<file path="src/rtl/quad_decoder_if.sv">
// Quadrature decoder signal bundle.
// The master side owns the encoder pins and the error-clear strobe; the slave
// side (the decoder) returns the step/dir pair, the error status and a debug
// view of its sequencing state.
// Handshake: step acts as a one-cycle valid qualifier for dir with no ready
// back-pressure; the consumer must take every step pulse in the cycle it is high.
interface quad_decoder_if #(
    parameter int err_cnt_size = 8
);
    logic                    a_in;
    logic                    b_in;
    logic                    clear_err;
    logic                    step;
    logic                    dir;
    logic                    err;
    logic [err_cnt_size-1:0] err_cnt;
    logic                    dbg_state;

    modport master (
        output a_in,
        output b_in,
        output clear_err,
        input  step,
        input  dir,
        input  err,
        input  err_cnt,
        input  dbg_state
    );

    modport slave (
        input  a_in,
        input  b_in,
        input  clear_err,
        output step,
        output dir,
        output err,
        output err_cnt,
        output dbg_state
    );
endinterface

</file>
<file path="src/rtl/quad_decoder.sv">
// Quadrature (A/B) encoder front end.
// Synchronises both channels, filters short pulses, then decodes Gray-code
// transitions of the filtered pair into a single-cycle step pulse and a
// direction bit. Two-bit jumps are counted as illegal transitions.
// dbg_state reports the sequencer state: 0 = INIT, 1 = TRACK.
module quad_decoder #(
    parameter int filter_len   = 3,
    parameter int err_cnt_size = 8
) (
    input  logic               clk,
    input  logic               res_n,
    quad_decoder_if.slave      bus
);

    // Filter counter only has to reach filter_len-1 before the accept cycle.
    localparam int CNT_W  = (filter_len > 1) ? $clog2(filter_len) : 1;
    // INIT counter runs 0 .. filter_len+1 inclusive.
    localparam int INIT_W = $clog2(filter_len + 2);

    typedef enum logic {
        ST_INIT  = 1'b0,
        ST_TRACK = 1'b1
    } state_t;

    state_t                  r_state;
    logic [INIT_W-1:0]       r_init_cnt;

    logic                    r_a_meta;
    logic                    r_a_sync;
    logic                    r_b_meta;
    logic                    r_b_sync;

    logic [1:0]              r_filt;
    logic [CNT_W-1:0]        r_fcnt [2];
    logic [1:0]              r_prev;

    logic                    r_step;
    logic                    r_dir;
    logic                    r_err;
    logic [err_cnt_size-1:0] r_err_cnt;

    logic [1:0]              w_sync;
    logic                    w_init_done;
    logic [1:0]              w_delta;
    logic                    w_one_change;
    logic                    w_illegal;

    // Bit 1 carries channel A, bit 0 carries channel B.
    assign w_sync       = {r_a_sync, r_b_sync};
    assign w_init_done  = (r_state == ST_INIT) &&
                          (r_init_cnt == INIT_W'(filter_len + 1));
    assign w_delta      = r_filt ^ r_prev;
    assign w_one_change = (r_state == ST_TRACK) && (w_delta[1] ^ w_delta[0]);
    assign w_illegal    = (r_state == ST_TRACK) && (w_delta == 2'b11);

    // Two-flop synchronisers for the asynchronous encoder pins.
    always_ff @(posedge clk or negedge res_n) begin
        if (!res_n) begin
            r_a_meta <= 1'b0;
            r_a_sync <= 1'b0;
            r_b_meta <= 1'b0;
            r_b_sync <= 1'b0;
        end else begin
            r_a_meta <= bus.a_in;
            r_a_sync <= r_a_meta;
            r_b_meta <= bus.b_in;
            r_b_sync <= r_b_meta;
        end
    end

    // Per-channel glitch filter: a new level is taken only after filter_len
    // consecutive differing samples; the INIT exit seeds it with the synced pins.
    always_ff @(posedge clk or negedge res_n) begin
        if (!res_n) begin
            r_filt    <= 2'b00;
            r_fcnt[0] <= '0;
            r_fcnt[1] <= '0;
        end else if (r_state == ST_INIT) begin
            if (w_init_done) begin
                r_filt <= w_sync;
            end
            r_fcnt[0] <= '0;
            r_fcnt[1] <= '0;
        end else begin
            for (int i = 0; i < 2; i++) begin
                if (w_sync[i] == r_filt[i]) begin
                    r_fcnt[i] <= '0;
                end else if (r_fcnt[i] == CNT_W'(filter_len - 1)) begin
                    r_filt[i] <= w_sync[i];
                    r_fcnt[i] <= '0;
                end else begin
                    r_fcnt[i] <= r_fcnt[i] + 1'b1;
                end
            end
        end
    end

    // Sequencer plus registered decode outputs: settle in INIT, then compare
    // the filtered pair against the previous one every cycle.
    always_ff @(posedge clk or negedge res_n) begin
        if (!res_n) begin
            r_state    <= ST_INIT;
            r_init_cnt <= '0;
            r_prev     <= 2'b00;
            r_step     <= 1'b0;
            r_dir      <= 1'b0;
            r_err      <= 1'b0;
            r_err_cnt  <= '0;
        end else begin
            case (r_state)
                ST_INIT: begin
                    r_step <= 1'b0;
                    if (w_init_done) begin
                        r_prev  <= w_sync;
                        r_state <= ST_TRACK;
                    end else begin
                        r_init_cnt <= r_init_cnt + 1'b1;
                    end
                end
                ST_TRACK: begin
                    r_prev <= r_filt;
                    r_step <= w_one_change;
                    // Forward order 00->10->11->01: old A equals new B going
                    // forward, so their XOR is the reverse flag.
                    if (w_one_change) begin
                        r_dir <= r_prev[1] ^ r_filt[0];
                    end
                end
                default: begin
                    r_state <= ST_INIT;
                    r_step  <= 1'b0;
                end
            endcase

            // A fresh illegal jump outranks a simultaneous clear request.
            if (w_illegal) begin
                r_err <= 1'b1;
                if (bus.clear_err) begin
                    r_err_cnt <= err_cnt_size'(1);
                end else if (r_err_cnt != '1) begin
                    r_err_cnt <= r_err_cnt + 1'b1;
                end
            end else if (bus.clear_err) begin
                r_err     <= 1'b0;
                r_err_cnt <= '0;
            end
        end
    end

    assign bus.step      = r_step;
    assign bus.dir       = r_dir;
    assign bus.err       = r_err;
    assign bus.err_cnt   = r_err_cnt;
    assign bus.dbg_state = r_state;

endmodule

</file>
<file path="src/flat_wrapper.sv">
// flat-port wrapper written by rule: the top's interface ports become plain ports
module quad_decoder_flat 
#(
    parameter int filter_len   = 3,
    parameter int err_cnt_size = 8
)
  (clk, res_n, bus_a_in, bus_b_in, bus_clear_err, bus_step, bus_dir, bus_err, bus_err_cnt, bus_dbg_state);
  quad_decoder_if #(.err_cnt_size(err_cnt_size)) bus_i ();
  input  logic clk;
  input  logic res_n;
  input wire logic [$bits(bus_i.a_in)-1:0] bus_a_in;
  input wire logic [$bits(bus_i.b_in)-1:0] bus_b_in;
  input wire logic [$bits(bus_i.clear_err)-1:0] bus_clear_err;
  output wire logic [$bits(bus_i.step)-1:0] bus_step;
  output wire logic [$bits(bus_i.dir)-1:0] bus_dir;
  output wire logic [$bits(bus_i.err)-1:0] bus_err;
  output wire logic [$bits(bus_i.err_cnt)-1:0] bus_err_cnt;
  output wire logic [$bits(bus_i.dbg_state)-1:0] bus_dbg_state;
  assign bus_i.a_in = bus_a_in;
  assign bus_i.b_in = bus_b_in;
  assign bus_i.clear_err = bus_clear_err;
  assign bus_step = bus_i.step;
  assign bus_dir = bus_i.dir;
  assign bus_err = bus_i.err;
  assign bus_err_cnt = bus_i.err_cnt;
  assign bus_dbg_state = bus_i.dbg_state;
  quad_decoder #(.filter_len(filter_len), .err_cnt_size(err_cnt_size)) u_core (.clk(clk), .res_n(res_n), .bus(bus_i));
endmodule
</file>
<file path="config.mk">
export PLATFORM = sky130hd
export DESIGN_NAME = quad_decoder_flat
export DESIGN_NICKNAME = d
export VERILOG_FILES = /design/src/rtl/quad_decoder_if.sv /design/src/rtl/quad_decoder.sv /design/src/flat_wrapper.sv
export SDC_FILE = /design/constraint.sdc
export NUM_CORES = 1
export LEC_CHECK = 0
export CAP_MARGIN = 20
export CORE_MARGIN = 3
export CORE_UTILIZATION = 25
export DETAILED_ROUTE_END_ITERATION = 7
export PLACE_DENSITY = 0.46
export RECOVER_POWER = 50
export SETUP_SLACK_MARGIN = 0.1
export SLEW_MARGIN = 20
export SYNTH_ARGS = -nofsm -noshare
export SYNTH_HDL_FRONTEND = slang
export SYNTH_SLANG_ARGS = --single-unit
export TNS_END_PERCENT = 10
</file>
<file path="constraint.sdc">
create_clock -name clk -period 2.2 [get_ports clk]
set_clock_uncertainty 0.2 [all_clocks]
set_input_delay 0.44 -clock clk [delete_from_list [all_inputs] [get_ports clk]]
set_output_delay 0.44 -clock clk [all_outputs]
set_load 0.02 [all_outputs]
</file>
==> flow_summary.json <==
{
  "status": "complete, no violations",
  "h-tree-depth": 1,
  "synth_top_family_by_area": "simple AND/OR/NAND/NOR gates",
  "cp_slowest_cell": "clkdlybuf4s50_1",
  "worstSetupPathType": "reg -> out",
  "instances_no_fill": 179,
  "async_flop_share_pct": 100,
  "grt_max_degree": 28,
  "start_util_pct": 26.6,
  "cts_max_path_buffers": 2,
  "slew_headroom_pct": 55.7,
  "holdWs_ps": 159,
  "holdBufCountCts": 0,
  "yosys-top-cells-area": "dfrtp_1 57%, xnor2_1 4.4%, ha_1 4.2%",
  "finalNetCount": 137,
  "die_area_sq_um": 5620,
  "grt_use_total_pct": 9.45,
  "cts.sinks": 27,
  "critical_path_required_ps": 1560,
  "ys_ff_latch": 27,
  "powerDensity_nw_per_um2": 1060,
  "postSynthCellCount": 104,
  "muxShareOfSynthArea_pct": 4.42,
  "synthAdderAreaFrac_pct": 4.21,
  "wl_met1_um": 958,
  "ant_nets": 0,
  "vias": 819,
  "drtIter0Drc": 34,
  "syn_area_sq_um": 1190,
  "dp.cells": 173,
  "rsz0062_at_grt": "no",
  "fp-row-count": 24,
  "syn2layout_area_growth_pct": 25.1,
  "hold_viol_final": 0,
  "critPathBufInv": 1,
  "cpPeakStageDelay_ps": 650,
  "critical_path.top_delay_family": "buffers and inverters",
  "synth.avg_cell_area_sq_um": 11.4,
  "cp-start-kind": "flip-flop",
  "period_share_pct": 91.6,
  "p_clk_share_pct": 18.6,
  "yosysTopAreaCellShare_pct": 56.8,
  "clk_pin_slew_ps": 100,
  "critPathMaxFanout": 5,
  "insertedDiodeCount": 0,
  "arrival_ps": 1380,
  "switching_share_pct": 34.3,
  "yosysSeqAreaShare_pct": 56.8,
  "cts_buffers": 3,
  "yosysWarningCount": 0,
  "holdCritPathClass": "reg -> reg",
  "port_buffers": 16,
  "totalPowerFinal_w": 0.00158,
  "grt_antenna_before_repair": 0,
  "critPathCaptureType": "primary output",
  "fillCellCount": 444,
  "max_freq_mhz": 496,
  "timing.setup.tns_ps": 0,
  "internal_power_w": 0.00104,
  "maxCapViolCount": 0,
  "drt-total-wl_mm": 2.19,
  "num_io_pins": 17,
  "core_area_sq_um": 4470,
  "seq_power_share_pct": 44.5,
  "p_switching_w": 0.000543,
  "die_w_um": 75.0,
  "setup_viol": 0,
  "cts_tree": "built",
  "post-dp-hpwl_mm": 1.60,
  "grt_pass1_wl_mm": 3.97,
  "drt-vias-per-instance": 4.58,
  "met2WireLength_mm": 1.07,
  "path_cells": "clkdlybuf4s50_1",
  "synth_compound_gate_area_share_pct": 9.36,
  "synth_top_area_cell": "dfrtp_1",
  "synth_top_flop_cell": "dfrtp_1",
  "max_slew.worst_pin.slew_ps": 665,
  "power.leakage_nw": 0.620,
  "fin_crit_ps": 2020,
  "fp.dieH_um": 75.0,
  "synth_xor_area_share_pct": 7.36,
  "wl_met3_um": 112,
  "worst_slack_ps": 185,
  "dr.pass1.iters": 4,
  "synth-simple-area-share_pct": 15.4,
  "grt_overflow": 0,
  "clk_latency_ps": 280,
  "routed.top_layer": "met4",
  "synth_cell_types": 30,
  "syn_nets": 113,
  "root_buffer": "clkbuf_8",
  "grt_pass1_vias": 860,
  "vdd_drop_max_mv": 0.346,
  "gp_congestion": 0.746,
  "maxSlewViolCount": 0,
  "layout-drive-gt1-share_pct": 9.45,
  "wire_per_inst_um": 12.2,
  "combPwrFrac_pct": 37.0,
  "dp_slack_ps": 189,
  "drc": 0,
  "synth_edf_count": 0
}
==> registers in the layout, summed over array words and instances (netlist names), 2 cells and up <==
| signal | cells |
|---|---|
| u_core.bus.err_cnt | 8 |
| u_core.r_fcnt | 4 |
| u_core.r_init_cnt | 3 |
| u_core.r_filt | 2 |
| u_core.r_prev | 2 |
==> power by group through the flow <==
stage | combinational [W] | sequential (W) | clock (W)
after global routing | 0.000651 | 0.000722 | 0.000329
final | 0.000585 | 0.000704 | 0.000294
after floorplan | 0.000341 | 0.000759 | 0
after CTS | 0.000572 | 0.000721 | 0.000313
after global placement | 0.000572 | 0.000722 | 0
after detailed placement | 0.000571 | 0.000731 | 0
==> cell usage after synthesis, types with 2 or more instances <==
| cell | n |
|---|---|
| nor3_1 | 2 |
| and4_1 | 2 |
| clkbuf_1 | 3 |
| nor4bb_1 | 2 |
| o21ai_0 | 5 |
| nor4_1 | 2 |
| a21oi_1 | 7 |
| nand3_1 | 2 |
| nand2_1 | 7 |
| xor2_1 | 4 |
| dfrtp_1 | 27 |
| inv_1 | 5 |
| xnor2_1 | 6 |
| nor2_1 | 6 |
| mux2i_1 | 3 |
| mux2_2 | 2 |
| ha_1 | 4 |
| nand2b_1 | 3 |
==> through the flow <==
| stage | area, sq um | utilization (%) |
|---|---|---|
| global route | 1490 | 33.3 |
| CTS | 1480 | 33.1 |
| global placement | 1430 | 32.0 |
| finish | 1490 | 33.3 |
| detailed placement | 1430 | 32.0 |
| floorplan | 1190 | - |
==> final timing paths <==
path | slack, ps | end | from | cells after the start
max | 180 | bus_err_cnt[2] | u_core.bus.err_cnt[2] | 1
min | 160 | u_core.r_a_sync | u_core.r_a_meta | 0
max reg2reg | 250 | u_core.bus.err_cnt[7] | u_core.r_prev[0] | 6
min reg2reg | 160 | u_core.r_a_sync | u_core.r_a_meta | 0
max in group asynchronous | 820 | u_core.r_filt[0] | res_n | 2
min in group asynchronous | 510 | u_core.bus.err_cnt[7] | res_n | 2
==> routing by layer <==
| metal | vias up | global-route usage, % |
|---|---|---|
| met5 | - | 0 |
| met4 | 0 | 4.74 |
| met3 | 5 | 3.07 |
| met2 | 20 | 15.4 |
| met1 | 386 | 11.2 |
| li1 | 408 | - |
==> final cells by class <==
cell class	count	area, sq um	area share [%]
tap	52	65.1	4.37
timing repair buffer	22	195	13.1
sequential	27	677	45.5
inverter	5	18.8	1.26
clock buffer	3	41.3	2.77
multi-input combinational	69	484	32.5
clock inverter	1	7.51	0.504
==> layout by cell type (no fill, tap or decap), types with 2 or more instances in the layout <==
| master | count |
|---|---|
| nand2b_1 | 3 |
| nor3_1 | 2 |
| mux2i_1 | 3 |
| a21oi_1 | 7 |
| ha_1 | 4 |
| clkdlybuf4s50_1 | 13 |
| dlygate4sd3_1 | 3 |
| mux2_2 | 2 |
| xor2_1 | 4 |
| clkbuf_8 | 3 |
| nand3_1 | 2 |
| xnor2_1 | 6 |
| dfrtp_1 | 26 |
| buf_4 | 3 |
| and4_1 | 2 |
| nor4bb_1 | 2 |
| inv_1 | 5 |
| nor2_1 | 6 |
| nor4_1 | 2 |
| clkbuf_1 | 2 |
| nand2_1 | 7 |
| o21ai_0 | 5 |
==> cell families after synthesis <==
kind of cell | after synthesis
simple gates | 32
flops | 27
xor+xnor | 10
compound gates | 18
mux | 5
buf+inv | 8
fa+ha+maj | 4
==> repair_timing <==
item | CTS | global route
buffers inserted | 0 | 2
gates resized for setup | 0 | 1
setup endpoints to repair | 0 | 1
(Power assumes the default switching activity.)
